==> src/rtl/des_pkg.sv <==
// Shared DES definitions used by the iterative decrypt core and its f-function.
//
// Contents:
//   NUM_ROUNDS / LAST_CNT  : round count and final value of the round counter
//   state_t                : controller states IDLE -> ROUND -> DONE
//   RSHIFT / LSHIFT        : per-round C/D rotation amounts (decrypt / encrypt)
//   IP, FP, E, P, PC1, PC2 : DES permutation tables, DES bit 1 is the MSB
//   SBOX                   : S1..S8, each indexed by {row[1:0], col[3:0]}
//   ip_perm .. pc2_perm    : table-driven permutation helpers
package des_pkg;

  localparam int NUM_ROUNDS = 16;
  localparam logic [3:0] LAST_CNT = 4'(NUM_ROUNDS - 1);

  typedef enum logic [1:0] {IDLE, ROUND, DONE} state_t;

  localparam int RSHIFT [16] = '{0,1,2,2,2,2,2,2,1,2,2,2,2,2,2,1};
  localparam int LSHIFT [16] = '{1,1,2,2,2,2,2,2,1,2,2,2,2,2,2,1};

  localparam int IP_T [64] = '{
    58,50,42,34,26,18,10,2, 60,52,44,36,28,20,12,4,
    62,54,46,38,30,22,14,6, 64,56,48,40,32,24,16,8,
    57,49,41,33,25,17,9,1,  59,51,43,35,27,19,11,3,
    61,53,45,37,29,21,13,5, 63,55,47,39,31,23,15,7};

  localparam int FP_T [64] = '{
    40,8,48,16,56,24,64,32, 39,7,47,15,55,23,63,31,
    38,6,46,14,54,22,62,30, 37,5,45,13,53,21,61,29,
    36,4,44,12,52,20,60,28, 35,3,43,11,51,19,59,27,
    34,2,42,10,50,18,58,26, 33,1,41,9,49,17,57,25};

  localparam int E_T [48] = '{
    32,1,2,3,4,5,     4,5,6,7,8,9,       8,9,10,11,12,13,   12,13,14,15,16,17,
    16,17,18,19,20,21, 20,21,22,23,24,25, 24,25,26,27,28,29, 28,29,30,31,32,1};

  localparam int P_T [32] = '{
    16,7,20,21,29,12,28,17, 1,15,23,26,5,18,31,10,
    2,8,24,14,32,27,3,9,    19,13,30,6,22,11,4,25};

  localparam int PC1_T [56] = '{
    57,49,41,33,25,17,9,  1,58,50,42,34,26,18,
    10,2,59,51,43,35,27,  19,11,3,60,52,44,36,
    63,55,47,39,31,23,15, 7,62,54,46,38,30,22,
    14,6,61,53,45,37,29,  21,13,5,28,20,12,4};

  localparam int PC2_T [48] = '{
    14,17,11,24,1,5,   3,28,15,6,21,10,   23,19,12,4,26,8,   16,7,27,20,13,2,
    41,52,31,37,47,55, 30,40,51,45,33,48, 44,49,39,56,34,53, 46,42,50,36,29,32};

  localparam int SBOX [8][64] = '{
    '{14,4,13,1,2,15,11,8,3,10,6,12,5,9,0,7,    0,15,7,4,14,2,13,1,10,6,12,11,9,5,3,8,
      4,1,14,8,13,6,2,11,15,12,9,7,3,10,5,0,    15,12,8,2,4,9,1,7,5,11,3,14,10,0,6,13},
    '{15,1,8,14,6,11,3,4,9,7,2,13,12,0,5,10,    3,13,4,7,15,2,8,14,12,0,1,10,6,9,11,5,
      0,14,7,11,10,4,13,1,5,8,12,6,9,3,2,15,    13,8,10,1,3,15,4,2,11,6,7,12,0,5,14,9},
    '{10,0,9,14,6,3,15,5,1,13,12,7,11,4,2,8,    13,7,0,9,3,4,6,10,2,8,5,14,12,11,15,1,
      13,6,4,9,8,15,3,0,11,1,2,12,5,10,14,7,    1,10,13,0,6,9,8,7,4,15,14,3,11,5,2,12},
    '{7,13,14,3,0,6,9,10,1,2,8,5,11,12,4,15,    13,8,11,5,6,15,0,3,4,7,2,12,1,10,14,9,
      10,6,9,0,12,11,7,13,15,1,3,14,5,2,8,4,    3,15,0,6,10,1,13,8,9,4,5,11,12,7,2,14},
    '{2,12,4,1,7,10,11,6,8,5,3,15,13,0,14,9,    14,11,2,12,4,7,13,1,5,0,15,10,3,9,8,6,
      4,2,1,11,10,13,7,8,15,9,12,5,6,3,0,14,    11,8,12,7,1,14,2,13,6,15,0,9,10,4,5,3},
    '{12,1,10,15,9,2,6,8,0,13,3,4,14,7,5,11,    10,15,4,2,7,12,9,5,6,1,13,14,0,11,3,8,
      9,14,15,5,2,8,12,3,7,0,4,10,1,13,11,6,    4,3,2,12,9,5,15,10,11,14,1,7,6,0,8,13},
    '{4,11,2,14,15,0,8,13,3,12,9,7,5,10,6,1,    13,0,11,7,4,9,1,10,14,3,5,12,2,15,8,6,
      1,4,11,13,12,3,7,14,10,15,6,8,0,5,9,2,    6,11,13,8,1,4,10,7,9,5,0,15,14,2,3,12},
    '{13,2,8,4,6,15,11,1,10,9,3,14,5,0,12,7,    1,15,13,8,10,3,7,4,12,5,6,11,0,14,9,2,
      7,11,4,1,9,12,14,2,0,6,10,13,15,3,5,8,    2,1,14,7,4,10,8,13,15,12,9,0,3,5,6,11}};

  // Each helper walks its table from DES bit 1 (MSB) downwards and shifts
  // the selected source bit into the result, so output bit 1 ends up on top.
  function automatic logic [63:0] ip_perm(input logic [63:0] d);
    logic [63:0] r;
    int idx;
    r = '0;
    for (int i = 0; i < 64; i++) begin
      idx = 64 - IP_T[i];
      r = {r[62:0], d[idx[5:0]]};
    end
    return r;
  endfunction

  function automatic logic [63:0] fp_perm(input logic [63:0] d);
    logic [63:0] r;
    int idx;
    r = '0;
    for (int i = 0; i < 64; i++) begin
      idx = 64 - FP_T[i];
      r = {r[62:0], d[idx[5:0]]};
    end
    return r;
  endfunction

  function automatic logic [47:0] e_expand(input logic [31:0] d);
    logic [47:0] r;
    int idx;
    r = '0;
    for (int i = 0; i < 48; i++) begin
      idx = 32 - E_T[i];
      r = {r[46:0], d[idx[4:0]]};
    end
    return r;
  endfunction

  function automatic logic [31:0] p_perm(input logic [31:0] d);
    logic [31:0] r;
    int idx;
    r = '0;
    for (int i = 0; i < 32; i++) begin
      idx = 32 - P_T[i];
      r = {r[30:0], d[idx[4:0]]};
    end
    return r;
  endfunction

  // Parity bits 8,16,..,64 never appear in PC1, so they are dropped here.
  function automatic logic [55:0] pc1_perm(input logic [63:0] d);
    logic [55:0] r;
    int idx;
    r = '0;
    for (int i = 0; i < 56; i++) begin
      idx = 64 - PC1_T[i];
      r = {r[54:0], d[idx[5:0]]};
    end
    return r;
  endfunction

  function automatic logic [47:0] pc2_perm(input logic [55:0] d);
    logic [47:0] r;
    int idx;
    r = '0;
    for (int i = 0; i < 48; i++) begin
      idx = 56 - PC2_T[i];
      r = {r[46:0], d[idx[5:0]]};
    end
    return r;
  endfunction

  function automatic logic [27:0] rotr28(input logic [27:0] x, input int n);
    case (n)
      1:       return {x[0], x[27:1]};
      2:       return {x[1:0], x[27:2]};
      default: return x;
    endcase
  endfunction

  function automatic logic [27:0] rotl28(input logic [27:0] x, input int n);
    case (n)
      1:       return {x[26:0], x[27]};
      2:       return {x[25:0], x[27:26]};
      default: return x;
    endcase
  endfunction

endpackage

==> src/rtl/des_decrypt_iter_if.sv <==
// Request/result bundle of the iterative DES core.
//   start       : request, honoured only while busy is low
//   cipher_text : 64-bit input block, DES bit 1 = [63]
//   key         : 64-bit key including parity bits
//   plain_text  : 64-bit result, held until the next completion
//   dat_valid   : one-cycle pulse marking a fresh plain_text
//   busy        : high from the cycle after accept through the dat_valid cycle
//   enc         : direction select, present only with DES_ENC_MODE_EN defined
// master = requester side, slave = core side.
interface des_decrypt_iter_if;
  logic        start;
  logic [63:0] cipher_text;
  logic [63:0] key;
  logic [63:0] plain_text;
  logic        dat_valid;
  logic        busy;
`ifdef DES_ENC_MODE_EN
  logic        enc;

  modport master (output start, cipher_text, key, enc,
                  input  plain_text, dat_valid, busy);
  modport slave  (input  start, cipher_text, key, enc,
                  output plain_text, dat_valid, busy);
`else
  modport master (output start, cipher_text, key,
                  input  plain_text, dat_valid, busy);
  modport slave  (input  start, cipher_text, key,
                  output plain_text, dat_valid, busy);
`endif
endinterface

==> src/rtl/des_round_f.sv <==
// Combinational DES f-function: f(R, K) = P(S(E(R) xor K)).
//   r_in  : 32-bit right half
//   k_in  : 48-bit round subkey
//   f_out : 32-bit f result
// Shared by the encrypt and decrypt iterative cores.
module des_round_f
  import des_pkg::*;
(
  input  logic [31:0] r_in,
  input  logic [47:0] k_in,
  output logic [31:0] f_out
);

  logic [47:0] x;
  logic [31:0] s_out;

  assign x = e_expand(r_in) ^ k_in;

  // Each 6-bit chunk picks its row from the outer bits and its column from
  // the inner four, which is exactly the {row, col} index of SBOX.
  for (genvar j = 0; j < 8; j++) begin : g_sbox
    logic [5:0] six;
    assign six = x[47-6*j -: 6];
    assign s_out[31-4*j -: 4] = 4'(SBOX[j][{six[5], six[0], six[4:1]}]);
  end

  assign f_out = p_perm(s_out);

endmodule

==> src/rtl/des_decrypt_iter.sv <==
// Iterative DES decryption core, one Feistel round per clock.
//   clk : clock, rising edge
//   rst : synchronous active-high reset
//   bus : des_decrypt_iter_if.slave (start/cipher_text/key in,
//         plain_text/dat_valid/busy out)
// Subkeys K16..K1 are produced on the fly by rotating C/D right.
// Optional build macro DES_ENC_MODE_EN adds bus.enc; with enc=1 C/D rotate
// left instead and the core encrypts. Timing is identical in both builds.
module des_decrypt_iter
  import des_pkg::*;
(
  input  logic clk,
  input  logic rst,
  des_decrypt_iter_if.slave bus
);

  state_t      state, next_state;
  logic [3:0]  cnt;
  logic [31:0] l_reg, r_reg, f_out, r_next;
  logic [27:0] c_reg, d_reg, c_rot, d_rot;
  logic [47:0] subkey;
  logic [63:0] ip_out, plain_q;
  logic [55:0] pc1_out;
  logic        valid_q, accept, last_round;
`ifdef DES_ENC_MODE_EN
  logic        enc_q;
`endif

  assign accept     = (state == IDLE) && bus.start;
  assign last_round = (state == ROUND) && (cnt == LAST_CNT);
  assign ip_out     = ip_perm(bus.cipher_text);
  assign pc1_out    = pc1_perm(bus.key);
  assign subkey     = pc2_perm({c_rot, d_rot});
  assign r_next     = l_reg ^ f_out;

  des_round_f u_round_f (
    .r_in  (r_reg),
    .k_in  (subkey),
    .f_out (f_out)
  );

  // Rotate C/D ahead of the round so the subkey for round cnt is available
  // in the same cycle; the rotated halves are also what gets stored.
  always_comb begin
    c_rot = rotr28(c_reg, RSHIFT[cnt]);
    d_rot = rotr28(d_reg, RSHIFT[cnt]);
`ifdef DES_ENC_MODE_EN
    if (enc_q) begin
      c_rot = rotl28(c_reg, LSHIFT[cnt]);
      d_rot = rotl28(d_reg, LSHIFT[cnt]);
    end
`endif
  end

  always_ff @(posedge clk) begin
    if (rst) state <= IDLE;
    else     state <= next_state;
  end

  always_comb begin
    next_state = state;
    case (state)
      IDLE:    if (bus.start) next_state = ROUND;
      ROUND:   if (cnt == LAST_CNT) next_state = DONE;
      DONE:    next_state = IDLE;
      default: next_state = IDLE;
    endcase
  end

  // The result is loaded on the last round edge from the swapped, just
  // computed halves, so it is already valid during the DONE cycle that
  // carries the dat_valid pulse.
  always_ff @(posedge clk) begin
    if (rst) begin
      cnt     <= '0;
      l_reg   <= '0;
      r_reg   <= '0;
      c_reg   <= '0;
      d_reg   <= '0;
      plain_q <= '0;
      valid_q <= 1'b0;
`ifdef DES_ENC_MODE_EN
      enc_q   <= 1'b0;
`endif
    end else begin
      valid_q <= last_round;
      if (accept) begin
        l_reg <= ip_out[63:32];
        r_reg <= ip_out[31:0];
        c_reg <= pc1_out[55:28];
        d_reg <= pc1_out[27:0];
        cnt   <= '0;
`ifdef DES_ENC_MODE_EN
        enc_q <= bus.enc;
`endif
      end else if (state == ROUND) begin
        l_reg <= r_reg;
        r_reg <= r_next;
        c_reg <= c_rot;
        d_reg <= d_rot;
        if (last_round) plain_q <= fp_perm({r_next, r_reg});
        else            cnt     <= cnt + 4'd1;
      end
    end
  end

  assign bus.plain_text = plain_q;
  assign bus.dat_valid  = valid_q;
  assign bus.busy       = (state != IDLE);

endmodule

==> src/flat_wrapper.sv <==
// flat-port wrapper written by rule: the top's interface ports become plain ports
module des_decrypt_iter_flat import des_pkg::*;
  (clk, rst, bus_start, bus_cipher_text, bus_key, bus_plain_text, bus_dat_valid, bus_busy);
  des_decrypt_iter_if bus_i ();
  input  logic clk;
  input  logic rst;
  input wire logic [$bits(bus_i.start)-1:0] bus_start;
  input wire logic [$bits(bus_i.cipher_text)-1:0] bus_cipher_text;
  input wire logic [$bits(bus_i.key)-1:0] bus_key;
  output wire logic [$bits(bus_i.plain_text)-1:0] bus_plain_text;
  output wire logic [$bits(bus_i.dat_valid)-1:0] bus_dat_valid;
  output wire logic [$bits(bus_i.busy)-1:0] bus_busy;
  assign bus_i.start = bus_start;
  assign bus_i.cipher_text = bus_cipher_text;
  assign bus_i.key = bus_key;
  assign bus_plain_text = bus_i.plain_text;
  assign bus_dat_valid = bus_i.dat_valid;
  assign bus_busy = bus_i.busy;
  des_decrypt_iter u_core (.clk(clk), .rst(rst), .bus(bus_i));
endmodule
==> config.mk <==
export PLATFORM = sky130hd
export DESIGN_NAME = des_decrypt_iter_flat
export DESIGN_NICKNAME = d
export VERILOG_FILES = /design/src/rtl/des_pkg.sv /design/src/rtl/des_decrypt_iter_if.sv /design/src/rtl/des_round_f.sv /design/src/rtl/des_decrypt_iter.sv /design/src/flat_wrapper.sv
export SDC_FILE = /design/constraint.sdc
export NUM_CORES = 1
export LEC_CHECK = 0
export CORE_ASPECT_RATIO = 0.75
export CORE_MARGIN = 4
export CORE_UTILIZATION = 60
export CTS_BUF_LIST = sky130_fd_sc_hd__clkbuf_16
export CTS_CLUSTER_DIAMETER = 200
export CTS_CLUSTER_SIZE = 10
export DETAILED_ROUTE_END_ITERATION = 16
export PLACE_DENSITY = 0.9
export SLEW_MARGIN = 15
export SYNTH_ARGS = -nofsm -noshare
export SYNTH_HDL_FRONTEND = slang
export SYNTH_SLANG_ARGS = --single-unit
==> constraint.sdc <==
create_clock -name clk -period 11.2 [get_ports clk]
set_input_delay 1.12 -clock clk [delete_from_list [all_inputs] [get_ports clk]]
set_output_delay 1.12 -clock clk [all_outputs]
set_load 0.03 [all_outputs]
======== Word-level counts from Yosys, hierarchy flattened ========
Memory sizes are Yosys's and may differ from the RTL's.
Index checks and enable logic that the tools add are counted.
Widths: inputs -> output; s select.
word-level totals
  RAM bits ................................ 0
  register bits after elaboration ......... 191
  bits in latches ......................... 0
  output and inout port bits .............. 66
  logic and storage cells ................. 90
  memory bits (read-only) ................. 16896
  input bits .............................. 131
  memories kept ........................... 9
operators by class
  $lt $le $gt $ge ......................... 9
  shift operators ......................... 0
  reductions and logical operators ........ 11
  $mul .................................... 0
  add/sub/neg operators ................... 1
  multiplexer cells ....................... 31
  eq/ne operators ......................... 6
  bitwise logic cells ..................... 13
  divide/modulo/power cells ............... 0
memories
  memory            depth  bits a word  read ports  clocked after memory_dff  write ports  RTL line           source
  (name not given)  64     32           1           0                         0            des_round_f.sv:24  assign s_out[31-4*j -: 4] = 4'(SBOX[j][{six[5], six[0], six[4:1]}]);
  (name not given)  64     32           1           0                         0            des_round_f.sv:24
  (name not given)  64     32           1           0                         0            des_round_f.sv:24
  (name not given)  64     32           1           0                         0            des_round_f.sv:24
  (name not given)  64     32           1           0                         0            des_round_f.sv:24
  (name not given)  64     32           1           0                         0            des_round_f.sv:24
  3 more memories   --     --           --          --                        --           --
operators with widths
  kind                 count
  $mux 32              6
  $mux 28              4
  $pmux 28 s2          2
  $mux 4               16
  $ge 7x7->1 const B   8
  $not 6->7            8
  $xor 48x48->48       1
  $eq 32x1->1 const B  1
  $eq 32x2->1 const B  1
  $xor 32x32->32       1
  $reduce_and 2->1     3
  $ge 5x5->1 const B   1
  $not 4->5            1
  $add 4x1->4 const B  1
  $eq 4x4->1 const B   1
  $mux 2               2
  $ne 2x2->1 const B   2
  $pmux 2 s2           1
  $reduce_bool 2->1    2
  $reduce_and 3->1     1
  $reduce_bool 3->1    1
  $eq 2x1->1 const B   1
  $logic_and 1x1->1    2
  $logic_not 2->1      1
  2 further kinds      3

======== Depth between registers and ports, before layout ========
Gate-level depths: netlist (run 1).
  word-level depth ........................ 14
  mapped depth ............................ 22
  gate-level depth less buffers ........... 19

======== Hierarchy ========
Synthesis (run 1) repeated with hierarchy kept, for this count alone.
unflattened totals
  cell total of the unflattened synthesis .. 1730
  area, all modules ....................... 14447.6 um^2
by module, submodules not included
  module            area each (um^2)  cells an instance  times used  sequential area each (um^2)
  des_decrypt_iter  9211.3            1055               1           3823.7
  des_round_f       5236.3            675                1           0.0

======== Worst setup path before layout (run 1) ========
Ideal clock, no wire load.
  kind .................................... reg2reg
  start ................................... register u_core.cnt[0]
  end ..................................... register u_core.r_reg[7]
  arrival ................................. 4.075 ns
  data required time ...................... 11.121 ns
  setup time .............................. 0.079 ns
  buffers on the path ..................... 4
  stages on the path, launching flop included .. 22
  clock period less this slack ............ 4.154 ns
  slack ................................... 7.046 ns
  cells stage by stage .................... dfxtp_1 > inv_1 > ha_1 > a21oi_1 > o21a_1 > inv_1 > ha_1 > buf_6 > buf_6 > a221o_1 > o21ai_1 > xnor2_1 > buf_2 > ha_1 > buf_1 > inv_1 > a21oi_1 > a2111o_1 > a221oi_2 > a221oi_1 > or4_1 > o211ai_1
on the way
  word-level cells in the longest chain between the ends .. 14
  elaborated cells between the ends (all ways) .. 15
  classes of those cells .................. eq/ne: 2; mux: 7; bitwise: 4; memory: 2
ends and longest elaborated chain
  element                                            RTL line                 source
  from (decl)                                        des_decrypt_iter.sv:18   logic [3:0] cnt;
  from (signal assigned)                             des_decrypt_iter.sv:102  else cnt <= cnt + 4'd1;
  $not 4->5 (not written as such) *                  des_decrypt_iter.sv:46   d_rot = rotr28(d_reg, RSHIFT[cnt]);
  $mem_v2 16x32 *                                    --
  $mux 32 * (2 in series)                            --
  $eq 32x2->1 / $eq 32x1->1 (equally long branches)  des_pkg.sv:138           case (n)
  $pmux 28 s2 *                                      des_pkg.sv:138
  $xor 48x48->48 *                                   des_round_f.sv:17        assign x = e_expand(r_in) ^ k_in;
  $not 6->7 (not written as such) *                  des_round_f.sv:24
  $mem_v2 64x32 *                                    --
  $mux 4 (not written as such) * (2 in series)       des_round_f.sv:24
  $xor 32x32->32 *                                   des_decrypt_iter.sv:34   assign r_next = l_reg ^ f_out;
  $mux 32 *                                          des_decrypt_iter.sv:96   end else if (state == ROUND) begin
  $mux 32 *                                          des_decrypt_iter.sv:87   if (accept) begin
  to (signal assigned)                               des_decrypt_iter.sv:89   r_reg <= ip_out[31:0];
  to (signal assigned)                               des_decrypt_iter.sv:98   r_reg <= r_next;
  to (decl)                                          des_decrypt_iter.sv:19   logic [31:0] l_reg, r_reg, f_out, r_next;
Mark *: on every way between the ends. The rest lies on a longest branch, timed or not. The select of a mux whose other input is x is not followed.
A chain may end at the register's enable or synchronous reset.

======== Worst setup path in the final report (run 1) ========
  start ................................... register u_core.cnt[1]
  end ..................................... register u_core.r_reg[8]
on the way
  word-level cells in the longest chain between the ends .. 14
  elaborated cells between the ends (all ways) .. 15
  classes of those cells .................. eq/ne: 2; mux: 7; bitwise: 4; memory: 2
ends and longest elaborated chain
  element                                            RTL line                source
  $not 4->5 (not written as such) *                  des_decrypt_iter.sv:45  c_rot = rotr28(c_reg, RSHIFT[cnt]);
  $mem_v2 16x32 *                                    --
  $mux 32 (not written as such) * (2 in series)      des_decrypt_iter.sv:45
  $eq 32x2->1 / $eq 32x1->1 (equally long branches)  --
  $pmux 28 s2 *                                      des_pkg.sv:138
  $xor 48x48->48 *                                   des_round_f.sv:17
  $not 6->7 (not written as such) *                  des_round_f.sv:24
  $mem_v2 64x32 *                                    --
  $mux 4 (not written as such) * (2 in series)       des_round_f.sv:24
  $xor 32x32->32 *                                   des_decrypt_iter.sv:34
  $mux 32 *                                          des_decrypt_iter.sv:96
  $mux 32 *                                          des_decrypt_iter.sv:87
Marked as above.

==> results.cfg, run 1 <==
[status]
status = finished clean

[timing]
finalHoldViolations = 0
slew_headroom_pct = 30.6
worstMarginPinSlew_ps = 1030
rsz0062_at_grt = no
setup_viol = 0
fin_crit_ps = 5610
fmax_ghz = 0.178
finalCritPeriodShare_pct = 50.1
maxSlewViolCount = 0
clock-skew-final_ps = 15.3
setup-tns-final_ps = 0

[routing]
vias_per_cell = 6.99
drcViolationCount = 0
post_drt_wl_per_cell_um = 22.7
antenna_left = 0
dr.pass1.iters = 6
vias = 16410
drt_wl_total_um = 53200
drt_iter0_markers = 2111

[critical_path]
crit_type = reg -> reg
cpPeakStageDelay_ps = 490
startpoint_type = flop
endpoint_kind = flop
crit_required_ps = 11560
crit_start = u_core.cnt[1]
crit_chain = ha_1 > nand3_1 > o21a_1 > ha_2 > buf_4 > buf_4 > nor2b_1 > o21ai_0 > nand2_1 > ha_1 > nor3_1 > a21oi_1 > mux4_2 > mux2i_1 > xor2_1 > nand2_1 > a31oi_1
crit_fanout = 43
cpMaxStageDelayCell = buf_4
critPathArrivalTime_ps = 5970
r2r-start = u_core.cnt[1]

[floorplanning]
dieArea_um2 = 27900
die_w_um = 191
die_h_um = 146
std_cell_rows = 50
coreArea_um2 = 24900
io_pins = 197
start_util_pct = 60.8

[cells_and_area]
layout.nets = 2194
nFillCells = 2084
largest_reg_flops = 64
drive_gt1_share_pct = 7.17
final_area_um2 = 17400
diodes = 0
syn_to_final_growth_pct = 14.9

[grt]
grt_pass1_vias = 14722
grt_first_pass_wirelength_um = 82600
grt_max_degree = 126
overflow = 0
antenna_found_initial = 0
grt.total_usage_pct = 36.4

[place]
placed_area_um2 = 16800
place_congestion = 0.987
buffer_ports.inserted = 188
hpwl_um = 37500

[clock_network]
clk_latency_ps = 460
cts_sinks = 191
htreeDepth = 4
clk_pin_slew_ps = 80
cts_root_buf = clkbuf_16
postCtsHoldBufs = 0
cts_setup_buffers = 0
clockBufferDepth = 2
ctsResizeCount = 0
cts_tree = done
numCtsBuffers = 17

[job]
drv_cap = 0

[synthesis]
synth.distinct_cells = 95
synth_edf_count = 0
ys_warn_count = 0
ys_seq_area_share_pct = 25.2
yosysMostFrequentCell = nand2_1
syn_avg_cell_area_um2 = 7.79
synthArstFlopShare_pct = 0
ys_top_cells_by_area = dfxtp_1 25%, ha_1 5.5%, nand2_1 5.0%
ys_ff_latch = 191
synth_top_cell_area_share_pct = 25.2
synth_flop_cell = dfxtp_1
netlist_instances = 1943
synth_nets = 2141
yosys.area.top_type = dfxtp_1
synth_commonest_cells = 202 x nand2_1, 191 x dfxtp_1, 179 x nor2_1
syn_area_um2 = 15100

[pwr]
intPower_mw = 1.78
p_switching_mw = 1.69
peakVddDrop_mv = 0.138
power_density_nw_per_um2 = 199
power.total_mw = 3.47
power.share.clock_pct = 18.2
p_seq_share_pct = 24.8
p_leak_nw = 6.11
swShare_pct = 48.7
comb_power_share_pct = 57.1

[worst_hold_path]
worstHoldPathType = reg -> reg
hp-start = u_core.bus.plain_text[23]
## cell usage in the layout, fill, tap and decap left out, types with 8 or more instances in the layout
cell / n
a221oi_2: 18
inv_1: 20
or4_1: 15
or3_1: 29
clkbuf_16: 17
a211oi_1: 34
nor2_1: 176
dfxtp_1: 191
a22oi_1: 97
nand4b_1: 13
mux2i_1: 32
buf_4: 13
a221oi_1: 65
o211a_1: 8
a211o_1: 14
nor2b_1: 28
nor3_1: 74
nand2_1: 202
a21oi_1: 151
ha_1: 65
xnor2_1: 47
inv_2: 8
o21ai_1: 30
a21o_1: 8
nand3b_1: 17
a31oi_1: 12
nor2_2: 9
clkdlybuf4s50_1: 187
o31ai_1: 8
o31a_1: 8
o21a_1: 22
nand3_1: 43
o211ai_1: 45
nor4_1: 9
o21ai_0: 55
o2111ai_1: 11
a311oi_1: 9
xor2_1: 19
a221o_1: 21
## critical path, delay by kind of cell (launching register included)
family / cells / cell delay, ps
AOI/OAI and AO/OA: 4 / 740
DFF: 1 / 410
and+or+nand+nor: 5 / 1600
buffers and inverters: 2 / 850
adders and majority gates: 3 / 950
muxes: 2 / 690
xor gates and xnor gates: 1 / 250
## cell type report
| type | count | area, µm² | share of cell area, % |
|---|---|---|---|
| multi-input cells | 1557 | 10500 | 60.3 |
| flip-flops and latches | 191 | 3820 | 22.0 |
| repair buffers | 201 | 1980 | 11.4 |
| clock buffers | 17 | 425 | 2.45 |
| well taps | 338 | 423 | 2.43 |
| clock inverters | 15 | 153 | 0.878 |
| inverters | 28 | 105 | 0.604 |
## power by group through the flow
| stage | clock, mW | sequential [mW] | combinational [mW] |
|---|---|---|---|
| after global placement | 0 | 0.863 | 1.86 |
| after CTS | 0.630 | 0.850 | 1.91 |
| after global routing | 0.658 | 0.862 | 2.13 |
| final | 0.629 | 0.858 | 1.98 |
| after floorplan | 0 | 0.790 | 1.49 |
| after detailed placement | 0 | 0.866 | 1.90 |
## path summary, 6_finish.rpt
check / slack (ps) / depth (start not counted) / endpoint
worst max-delay path: 5590 / 17 / u_core.r_reg[8]
worst min-delay path: 450 / 2 / u_core.bus.plain_text[23]
worst max register to register: 5590 / 17 / u_core.r_reg[8]
worst min register to register: 450 / 2 / u_core.bus.plain_text[23]
## stage by stage
stage	hold WS [ps]	worst slack, ps	util (%)	instances
3_5_place_dp	446	5840	67.5	2315
2_1_floorplan	445	7050	-	1943
6_report	455	5590	69.9	2347
4_1_cts	456	5810	69.9	2347
5_1_grt	480	5220	69.9	2347
3_3_place_gp	442	5950	67.5	2315
## kinds of logic after synthesis
kind of cell / share of synthesized area [%]
compound gates: 34.3
simple gates: 21.4
buf+inv: 5.77
flops: 25.2
xor+xnor: 5.15
fa+ha+maj: 5.60
mux: 2.56
## per-layer routing
| metal | track usage (%) | vias up | part of all wire [%] |
|---|---|---|---|
| met5 | 0 | - | 0 |
| met1 | 51.2 | 7710 | 41 |
| met3 | 11.3 | 135 | 14 |
| met4 | 12.1 | 0 | 3.5 |
| li1 | - | 7453 | - |
| met2 | 53.0 | 1112 | 42 |
(Power assumes the default switching activity.)
==> inputs of run 2 (changes only) <==
--- a/config.mk
+++ b/config.mk
@@ -7,12 +7,12 @@
 export LEC_CHECK = 0
 export CORE_ASPECT_RATIO = 0.75
 export CORE_MARGIN = 4
-export CORE_UTILIZATION = 60
+export CORE_UTILIZATION = 52
 export CTS_BUF_LIST = sky130_fd_sc_hd__clkbuf_16
 export CTS_CLUSTER_DIAMETER = 200
 export CTS_CLUSTER_SIZE = 10
 export DETAILED_ROUTE_END_ITERATION = 16
-export PLACE_DENSITY = 0.9
+export PLACE_DENSITY = 0.83
 export SLEW_MARGIN = 15
 export SYNTH_ARGS = -nofsm -noshare
 export SYNTH_HDL_FRONTEND = slang
==> constraint.sdc (replaced) <==
create_clock -name clk -period 4.7 [get_ports clk]
set_input_delay 0.47 -clock clk [delete_from_list [all_inputs] [get_ports clk]]
set_output_delay 0.47 -clock clk [all_outputs]
set_load 0.03 [all_outputs]
==> run 2 against run 1 <==
  * First-iteration DRC count down 13%
  * Combinational power grew to 2.6 times the previous value
  * Sequential share of layout area decreased by 1.1 points
  * Hold slack improved by 2.7 ps
  * Critical endpoint unchanged
  * Total power rose to 2.5 times the previous value
==> results.cfg, run 2 (synthesis gave the netlist of run 1 again) <==
[routing]
post_drt_wl_per_cell_um = 22.4
drcViolationCount = 0
drt_iter0_markers = 1836
vias_per_cell = 6.71
vias = 16666
antenna_left = 0
drt_wl_total_um = 55700
dr.pass1.iters = 8

[critical_path]
crit_family = simple AND/OR/NAND/NOR gates
crit_fanout = 30
critPathArrivalTime_ps = 4910
crit_type = reg -> reg
crit_chain = inv_1 > ha_1 > mux2i_1 > o21a_1 > ha_4 > buf_12 > nor2b_1 > or3_1 > nand2_1 > ha_2 > nor3_1 > a21oi_1 > mux4_2 > mux2i_2 > buf_4 > xor2_1 > nand2_1 > a31oi_1
startpoint_type = flop
crit_buf_inv = 3
endpoint_kind = flop
cpMaxStageDelayCell = mux4_2
cpPeakStageDelay_ps = 490
crit_required_ps = 5080
cp_common_cell = nand2_1

[timing]
finalCritPeriodShare_pct = 96.4
finalHoldViolations = 0
rsz0062_at_grt = no
fmax_ghz = 0.221
fin_crit_ps = 4530
worstMarginPinSlew_ps = 1080
slew_headroom_pct = 27.7
clock-skew-final_ps = 20.7
setup_viol = 0
setup_slack_ps = 168
maxSlewViolCount = 0

[pwr]
p_seq_share_pct = 23.3
intPower_mw = 4.65
power.total_mw = 8.76
comb_power_share_pct = 58.9
peakVddDrop_mv = 0.314
power_density_nw_per_um2 = 478
p_switching_mw = 4.11
swShare_pct = 46.9
power.share.clock_pct = 17.8
p_leak_nw = 6.62

[cells_and_area]
drive_gt1_share_pct = 11.6
nFillCells = 2435
final_common_cell = nand2_1
layout.nets = 2282
largest_reg_flops = 64
final_area_um2 = 18300
syn_to_final_growth_pct = 20.9
diodes = 0
mostFrequentLayoutCells = 202 x nand2_1, 189 x dfxtp_1, 187 x clkdlybuf4s50_1
fin_cells = 2482

[grt]
overflow = 0
antenna_found_initial = 2
grt_max_degree = 141
grt_pass1_vias = 15145
grt.total_usage_pct = 33.2
grt_first_pass_wirelength_um = 85400

[status]
status = finished clean

[clock_network]
clk_pin_slew_ps = 80
clk_latency_ps = 460
numCtsBuffers = 17
cts_sinks = 191
cts_root_buf = clkbuf_16
cts_tree = done
clockBufferDepth = 2
htreeDepth = 4
postCtsHoldBufs = 0

[floorplanning]
die_w_um = 205
coreArea_um2 = 28400
std_cell_rows = 53
start_util_pct = 53.4
io_pins = 197
die_h_um = 156
dieArea_um2 = 31900

[place]
hpwl_um = 40600
buffer_ports.inserted = 188
dp_slack_ps = -61.1
placed_area_um2 = 17600
dp_cells = 2449
place_congestion = 0.997

[worst_hold_path]
worstHoldPathType = reg -> reg

[job]
drv_cap = 0
==> run 2: worst min-delay path: cells and delay by family, from the launching register on <==
| family | cells | cell delay (ps) |
|---|---|---|
| flip-flops | 1 | 310 |
| AND/OR/NAND/NOR | 1 | 50 |
| AO/OA/AOI/OAI | 1 | 50 |
==> run 2: per-layer routing <==
metal / vias up / track usage [%] / wire, µm
met3: 118 / 6.28 / 5440
met1: 8002 / 47.4 / 23900
met5: - / 0 / 23
met2: 896 / 51.2 / 24700
met4: 4 / 10.2 / 1620
li1: 7646 / - / -
==> run 2: path summary, 6_finish.rpt <==
path	start	endpoint	slack, ps	depth (start not counted)
setup / recovery	u_core.cnt[0]	u_core.r_reg[8]	170	18
hold / removal	u_core.bus.plain_text[63]	u_core.bus.plain_text[63]	460	2
setup reg to reg	u_core.cnt[0]	u_core.r_reg[8]	170	18
hold reg to reg	u_core.bus.plain_text[63]	u_core.bus.plain_text[63]	460	2
==> run 2: final cells by class <==
class	count	area [µm²]	share of cell area [%]
tap	385	482	2.63
clock buffer	17	425	2.32
multi-input combinational	1557	10600	57.7
sequential	191	3830	20.9
clock inverter	15	196	1.07
inverter	28	105	0.574
timing repair buffer	289	2710	14.8
==> run 2: power by group through the flow <==
stage          Sequential [mW]  Clock, mW  Combinational, mW
2_1_floorplan             1.88          0               3.55
6_report                  2.04       1.56               5.16
3_3_place_gp              2.05          0               4.90
5_1_grt                   2.05       1.63               5.56
3_5_place_dp              2.06          0               4.96
4_1_cts                   2.02       1.56               5.00
==> run 2: per-stage QoR <==
stage               TNS, ps  util [%]  hold WS [ps]
floorplan                 0         -           445
global placement          0      62.0           443
detailed placement    -62.0      62.0           449
CTS                       0      64.2           458
global route              0      64.5           478
finish                    0      64.5           458
==> run 2: repair_timing <==
| item | in CTS | in global routing |
|---|---|---|
| pin swaps | 0 | 3 |
| setup endpoints to repair | 3 | 22 |
| buffers inserted | 0 | 1 |
| resized for setup | 1 | 19 |
